[config.mk]
export PLATFORM = sky130hd
export DESIGN_NAME = pulse_meter
export DESIGN_NICKNAME = d
export VERILOG_FILES = /design/src/rtl/pulse_meter.sv
export SDC_FILE = /design/constraint.sdc
export NUM_CORES = 1
export LEC_CHECK = 0
export ABC_CLOCK_PERIOD_IN_PS = 2500
export BUFFER_PORTS_ARGS = -buffer_cell sky130_fd_sc_hd__buf_2
export CORE_MARGIN = 3
export CORE_UTILIZATION = 45
export DETAILED_ROUTE_END_ITERATION = 8
export GPL_TIMING_DRIVEN = 0
export SKIP_LAST_GASP = 1
export SYNTH_ARGS = -nofsm -noshare
export SYNTH_HDL_FRONTEND = slang
export SYNTH_SLANG_ARGS = --single-unit
export TNS_END_PERCENT = 100
[constraint.sdc]
create_clock -name clock -period 2.5 [get_ports clock]
set_input_delay 0.25 -clock clock [delete_from_list [all_inputs] [get_ports clock]]
set_output_delay 0.25 -clock clock [all_outputs]
set_load 0.03 [all_outputs]
[src/rtl/pulse_meter.sv]
// Per-pulse width/gap meter on an asynchronous trigger line, with a valid/ack
// result handshake and sticky overflow/overrun flags.
module pulse_meter #(
  parameter int WIDTH       = 8,
  parameter int SYNC_STAGES = 2
) (
  input  logic             clock,
  input  logic             reset,
  input  logic             sgn,
  input  logic             ack,
  output logic [WIDTH-1:0] width,
  output logic [WIDTH-1:0] gap,
  output logic [4:0]       count,
  output logic             valid,
  output logic             ovf,
  output logic             lost,
  output logic             busy
);

  localparam logic [1:0] IDLE = 2'd0;
  localparam logic [1:0] HIGH = 2'd1;
  localparam logic [1:0] LOW  = 2'd2;

  localparam logic [WIDTH-1:0] MAX = '1;
  localparam logic [WIDTH-1:0] ONE = {{(WIDTH-1){1'b0}}, 1'b1};

  logic [SYNC_STAGES-1:0] s;
  logic                   s_d;
  logic                   s_last;
  logic [SYNC_STAGES:0]   prime;
  logic                   ready;
  logic                   rise;
  logic                   fall;
  logic [1:0]             state;
  logic [WIDTH-1:0]       hcnt;
  logic [WIDTH-1:0]       lcnt;
  logic [WIDTH-1:0]       gap_l;
  logic                   publish;
  logic                   ovf_set;
  logic                   lost_set;

  assign s_last = s[SYNC_STAGES-1];

  // Edges are only trusted once the synchronizer and s_d hold real samples,
  // so a line already high at reset release never looks like a rise.
  assign ready = prime[SYNC_STAGES];
  assign rise  = ready & s_last & ~s_d;
  assign fall  = ready & ~s_last & s_d;

  assign publish  = (state == HIGH) & fall;
  assign ovf_set  = publish & ((hcnt == MAX) | (gap_l == MAX));
  assign lost_set = publish & valid & ~ack;
  assign busy     = (state == HIGH);

  always_ff @(posedge clock or posedge reset) begin
    if (reset) begin
      s     <= '0;
      s_d   <= 1'b0;
      prime <= '0;
    end else begin
      s     <= {s[SYNC_STAGES-2:0], sgn};
      s_d   <= s_last;
      prime <= {prime[SYNC_STAGES-1:0], 1'b1};
    end
  end

  always_ff @(posedge clock or posedge reset) begin
    if (reset) begin
      state <= IDLE;
      hcnt  <= '0;
      lcnt  <= '0;
      gap_l <= '0;
    end else begin
      case (state)
        IDLE: if (rise) begin
          state <= HIGH;
          hcnt  <= ONE;
          gap_l <= '0;
        end
        HIGH: begin
          if (fall) begin
            state <= LOW;
            lcnt  <= ONE;
          end else if (s_last && hcnt != MAX) begin
            hcnt <= hcnt + ONE;
          end
        end
        LOW: begin
          if (rise) begin
            state <= HIGH;
            gap_l <= lcnt;
            hcnt  <= ONE;
          end else if (!s_last && lcnt != MAX) begin
            lcnt <= lcnt + ONE;
          end
        end
        default: state <= IDLE;
      endcase
    end
  end

  always_ff @(posedge clock or posedge reset) begin
    if (reset) begin
      width <= '0;
      gap   <= '0;
      count <= '0;
      valid <= 1'b0;
      ovf   <= 1'b0;
      lost  <= 1'b0;
    end else begin
      if (publish) begin
        width <= hcnt;
        gap   <= gap_l;
        count <= count + 5'd1;
      end
      valid <= publish | (valid & ~ack);
      ovf   <= ovf_set | (ovf & ~ack);
      lost  <= lost_set | (lost & ~ack);
    end
  end

endmodule

# After elaboration in Yosys (flattened, before gate mapping)
# Index checks and enable logic that the tools add are counted.
[op_classes]
n_eq_ne = 14
bitwise_logic = 18
n_addsub = 3
reduce_logical = 12
n_mux = 14
[op_table]
columns = ["operator", "n"]
rows = [
  ["8-bit 2-to-1 mux", 8],
  ["8-bit one-hot mux with 2 select lines", 3],
  ["8-bit by 1-bit adder with 8-bit output, second input constant", 2],
  ["8-bit equality test, second input constant", 2],
  ["8-bit != test, second input constant", 2],
  ["1-bit bitwise AND", 11],
  ["2-bit != test, second input constant", 5],
  ["4-bit AND reduction", 2],
  ["2-bit by 1-bit != test with 1-bit output, second input constant", 3],
  ["2-bit nonzero test", 3],
  ["5-bit by 1-bit adder with 5-bit output, second input constant", 1],
  ["2-bit 2-to-1 mux", 2],
  ["1-bit bitwise OR", 4],
  ["2-bit one-hot mux with 2 select lines", 1],
  ["1-bit NOT", 3],
  ["3-bit AND reduction", 1],
  ["2-bit by 1-bit equality test with 1-bit output, second input constant", 1],
  ["2-bit equality test, second input constant", 1],
  ["1-bit logical AND", 2],
  ["2-bit logical NOT", 1],
  ["2-bit AND reduction", 1],
  ["2-bit OR reduction", 1],
  ["1-bit logical NOT", 1],
]
[totals]
input_bits = 4
regBits = 56

# Depth between registers and ports, before layout
[depth]
ltp_word = 7
ltp_mapped = 6
ltp_nobuf = 5

# Least setup slack after synthesis
# Ideal clock, no wire load.
[synth_path]
path_type = "register to register"
start = "register state[1]"
end = "register hcnt[6]"
setup_ps = 116
required_time_ps = 2384
period_less_slack_ps = 1854
path_buffers = 1
arrival_time_ps = 1738
path_slack_ps = 646
path_stages_with_launch = 5
path_cell_list = "dfrtp_1 > buf_2 > nor2b_1 > o211ai_1 > o311ai_0"
[synth_between]
elab_cells_between_ends = 10
classes_between = "5 x eq/ne; 1 x mux; 4 x reduce/logical"
[synth_lines]
columns = ["element", "line_no", "rtl"]
rows = [
  ["from (decl)", "34", "logic [1:0] state;"],
  ["from (signal assigned)", "69", "state <= IDLE;"],
  ["from (signal assigned)", "76", "state <= HIGH;"],
  ["from (signal assigned)", "82", "state <= LOW;"],
  ["2-bit by 1-bit equality test with 1-bit output (*)", "n/a", ""],
  ["net busy", "17", "output logic busy"],
  ["2-bit by 1-bit != test with 1-bit output (no source line) (tied with other cells)", "n/a", ""],
  ["4-bit AND reduction (no source line)", "n/a", ""],
  ["to (signal assigned)", "85", "hcnt <= hcnt + ONE;"],
  ["to (decl)", "35", "logic [WIDTH-1:0] hcnt;"],
]
# Mark *: on every way through the listed nets, which the timed path passes. The rest lies on a longest branch.
# A chain may end at the register's enable or synchronous reset.

# Worst setup path in the final report
[layout_path]
start = "register hcnt[1]"
end = "register hcnt[0]"
[layout_between]
elab_chain_cells = 4
[layout_lines]
columns = ["element", "line_no", "rtl"]
rows = [
  ["8-bit != test", "84", "end else if (s_last && hcnt != MAX) begin"],
  ["1-bit logical AND", "84", ""],
  ["2-bit by 1-bit != test with 1-bit output (no source line)", "n/a", ""],
  ["4-bit AND reduction (no source line)", "n/a", ""],
]
# Every way passes these cells.

==> run metrics <==
Post-Layout Inst Area 0.00283 mm2; met2 wire length 2230 um; critical path class register to register; routed wire length 5020 um; met3 WL 203 um; WL per Instance 13.7 um; htree depth 2; status finished, final reports clean; via count 1888; Core Region 0.00517 mm2; hold depth 1; Num CTS Buffers 5; Die H 79.7 um; Remaining Overflow, GRT 0; Worst EP required 2.69 ns; CTS Hold Buffers Added 1; initial antenna violation count 0; critical path's slowest cell o211ai_1; Post-Synth Adder-Cell Area 1.54%; maximum VDD drop 0.428 mV; maximum buffer depth of the clock tree 2; number of synthesized flops with an enable pin 0; sequential area share after synthesis 57.3%; utilization after layout 54.7%; Setup Skew 0.00671 ns; Critical Path Start Type register; vias in the first global route 1857; Post-Synth Simple-Gate Area 22.6%; Final ANT Viol Nets 0; Layout Nets 303; clock-pin slew on the worst setup and hold paths 0.09 ns; Post-CTS Repair Setup Buffers 0; Die W 79.7 um; post-cts resize count 0; Max Clk Rate 533 MHz; Critical Path Sink Type register; Post-Synth XOR/XNOR Area 1.43%; FFs w/ async S/R, synth 100%; worst hold path class input pin to register; first-pass GRT wire length 8780 um; fin cells 367; clock sinks 56; Period Utilization, post-route 75.0%; power per cell area 901 mW/mm2; Mapped Avg Cell Area 9.43 um2; final setup vio count 0; layout cells sized above 1 17.2%; predominant post-synthesis flop cell dfrtp_1; Initial Utilization 47.2%; TritonCTS clock tree yes; Antenna Cells 0; worst-path cell chain ha_1 -> nand3_1 -> o211ai_1 -> nand2_1 -> mux2_2; crit path time final 1.88 ns; CP arrival 2.07 ns; PortBufs 28; DR iter-0 viols 85; synthesis-stage register bit count 56; Die Area 0.00635 mm2; fillers 467; Leak 1.40 nW; final hold slack 0.0451 ns; DP Wirelength 3530 um; top layer used by detailed routing met4; MaxCap Viol Count 0; RSZ-0062 raised after global routing no; Layout area overhead 15.7%; DR DRC count 0; drt pass-1 iters 4; Max Transition Viols Final 0; Root Buffer clkbuf_8; YS warnings 0; setup TNS 0 ns; synthesized cell area 0.00244 mm2; CP max FO 6; Synth Net Count 266; GPL Wtd Cong 0.833; crit-path max cell delay 0.42 ns; Synth Instances 259; Placement Rows 26; mux cell area share after synthesis 0.461%; Skew-Pair Late Insertion Delay 0.31 ns; # placed instances 358; largest net degree at the start of global routing 37; Vias/cell 5.14; Synth cell types 35; gr usage total 17.7%; post-synthesis compound-gate area fraction 13.1%; Placed Area 0.00269 mm2; wl on met1 2520 um; largest family of logic cells by synthesized area simple AND/OR/NAND/NOR gates; I/O pin cnt 29; Hold Violations, Final 0; Worst R2R Path Depth 5
==> state kept, by name, summed over array words and instances, names as in the netlist <==
| signal | count |
|---|---|
| gap | 8 |
| gap_l | 8 |
| hcnt | 8 |
| lcnt | 8 |
| width | 8 |
| count | 5 |
| prime | 3 |
| s | 2 |
| state | 2 |
| lost | 1 |
| ovf | 1 |
| s_d | 1 |
| valid | 1 |
==> cells in the mapped netlist (all sizes together) (2+ instances only) <==
library cell,number,area [um2]
nor3,2,10.0
ha,3,37.5
a21o,2,15.0
o211ai,2,15.0
and3,4,25.0
inv,5,18.8
nand2b,2,12.5
nand2,85,319
a41oi,2,17.5
xnor2,4,35.0
nor2,8,30.0
clkbuf,5,18.8
nand4,5,31.3
a21oi,7,38.8
buf,9,45.0
nand3,12,60.1
nor2b,2,12.5
a31oi,11,68.8
o21ai,20,100
dfrtp,56,1400
==> cell usage in the layout (no fill, tap or decap) <==
| master | n |
|---|---|
| nand2_1 | 85 |
| dfrtp_1 | 56 |
| buf_2 | 37 |
| o21ai_0 | 18 |
| nand3_1 | 12 |
| a31oi_1 | 11 |
| nor2_1 | 8 |
| clkbuf_8 | 7 |
| a21oi_1 | 6 |
| clkbuf_1 | 5 |
| nand4_1 | 5 |
| xnor2_1 | 4 |
| and3_1 | 4 |
| inv_1 | 4 |
| ha_1 | 3 |
| o21ai_1 | 2 |
| nor2b_1 | 2 |
| a21o_1 | 2 |
| o211ai_1 | 2 |
| a41oi_1 | 2 |
| nand2b_1 | 2 |
| nor3_1 | 2 |
| and4bb_2 | 1 |
| and2_1 | 1 |
| or3_1 | 1 |
| or3b_1 | 1 |
| a2111o_1 | 1 |
| and4_1 | 1 |
| a2111oi_4 | 1 |
| o211a_1 | 1 |
| inv_2 | 1 |
| o31ai_1 | 1 |
| nand4b_1 | 1 |
| o311ai_0 | 1 |
| mux2_2 | 1 |
| a21oi_2 | 1 |
| bufinv_16 | 1 |
| dlygate4sd3_1 | 1 |
| buf_12 | 1 |
| conb_1 | 1 |
==> critical path, delay by kind of cell (launching register included) <==
kind,cells,cell delay (ns)
AOI/OAI and AO/OA,1,0.42
muxes,1,0.31
DFF,1,0.40
adders and majority gates,1,0.22
and+or+nand+nor,2,0.41
==> kinds of logic (layout without fill, tap and decap cells) <==
logic type,count (synthesis),after routing
compound gates,49,49
flops,56,56
fa+ha+maj,3,3
mux,1,1
simple gates,126,126
other cells,1,1
xor+xnor,4,4
buf+inv,19,57
==> report_power, final <==
| group | total, mW | switching [mW] | leakage (nW) | internal (mW) |
|---|---|---|---|---|
| Clock | 0.641 | 0.287 | 0.0645 | 0.354 |
| Combinational | 0.710 | 0.477 | 0.595 | 0.233 |
| Sequential | 1.20 | 0.149 | 0.745 | 1.05 |
| Total | 2.55 | 0.913 | 1.40 | 1.64 |
==> worst paths after layout <==
kind | startpoint | endpoint | slack, ns
setup / recovery | hcnt[1]$_DFFE_PP0P_ | hcnt[0]$_DFFE_PP0P_ | 0.62
setup reg to reg | hcnt[1]$_DFFE_PP0P_ | hcnt[0]$_DFFE_PP0P_ | 0.62
max in group asynchronous | reset | hcnt[0]$_DFFE_PP0P_ | 1.47
min in group asynchronous | reset | width[4]$_DFFE_PP0P_ | 0.49
hold / removal | sgn | s[0]$_DFF_PP0_ | 0.05
hold reg to reg | prime[0]$_DFF_PP0_ | prime[1]$_DFF_PP0_ | 0.36
==> through the flow <==
| stage | total power [mW] | setup slack, ns |
|---|---|---|
| floorplan | 1.71 | 0.646 |
| global placement | 1.90 | 0.176 |
| detailed placement | 1.93 | 0.651 |
| CTS | 2.58 | 0.639 |
| global route | 2.72 | 0.438 |
| finish | 2.55 | 0.624 |
==> per-layer routing <==
metal,track usage [%],up-vias
li1,-,952
met1,24.4,893
met2,27.8,37
met3,3.72,6
met4,5.67,0
met5,0,-
==> area by class of cell <==
type	instances	area (um2)	area share (%)
multi-input cells	184	960	33.9
flip-flops and latches	56	1400	49.6
clock inverters	1	30.0	1.06
clock buffers	7	96.3	3.41
plain buffers	14	63.8	2.26
well taps	70	87.6	3.10
inverters	5	18.8	0.664
repair buffers	30	170	6.02
No activity file was read; power rests on OpenSTA's default activity.
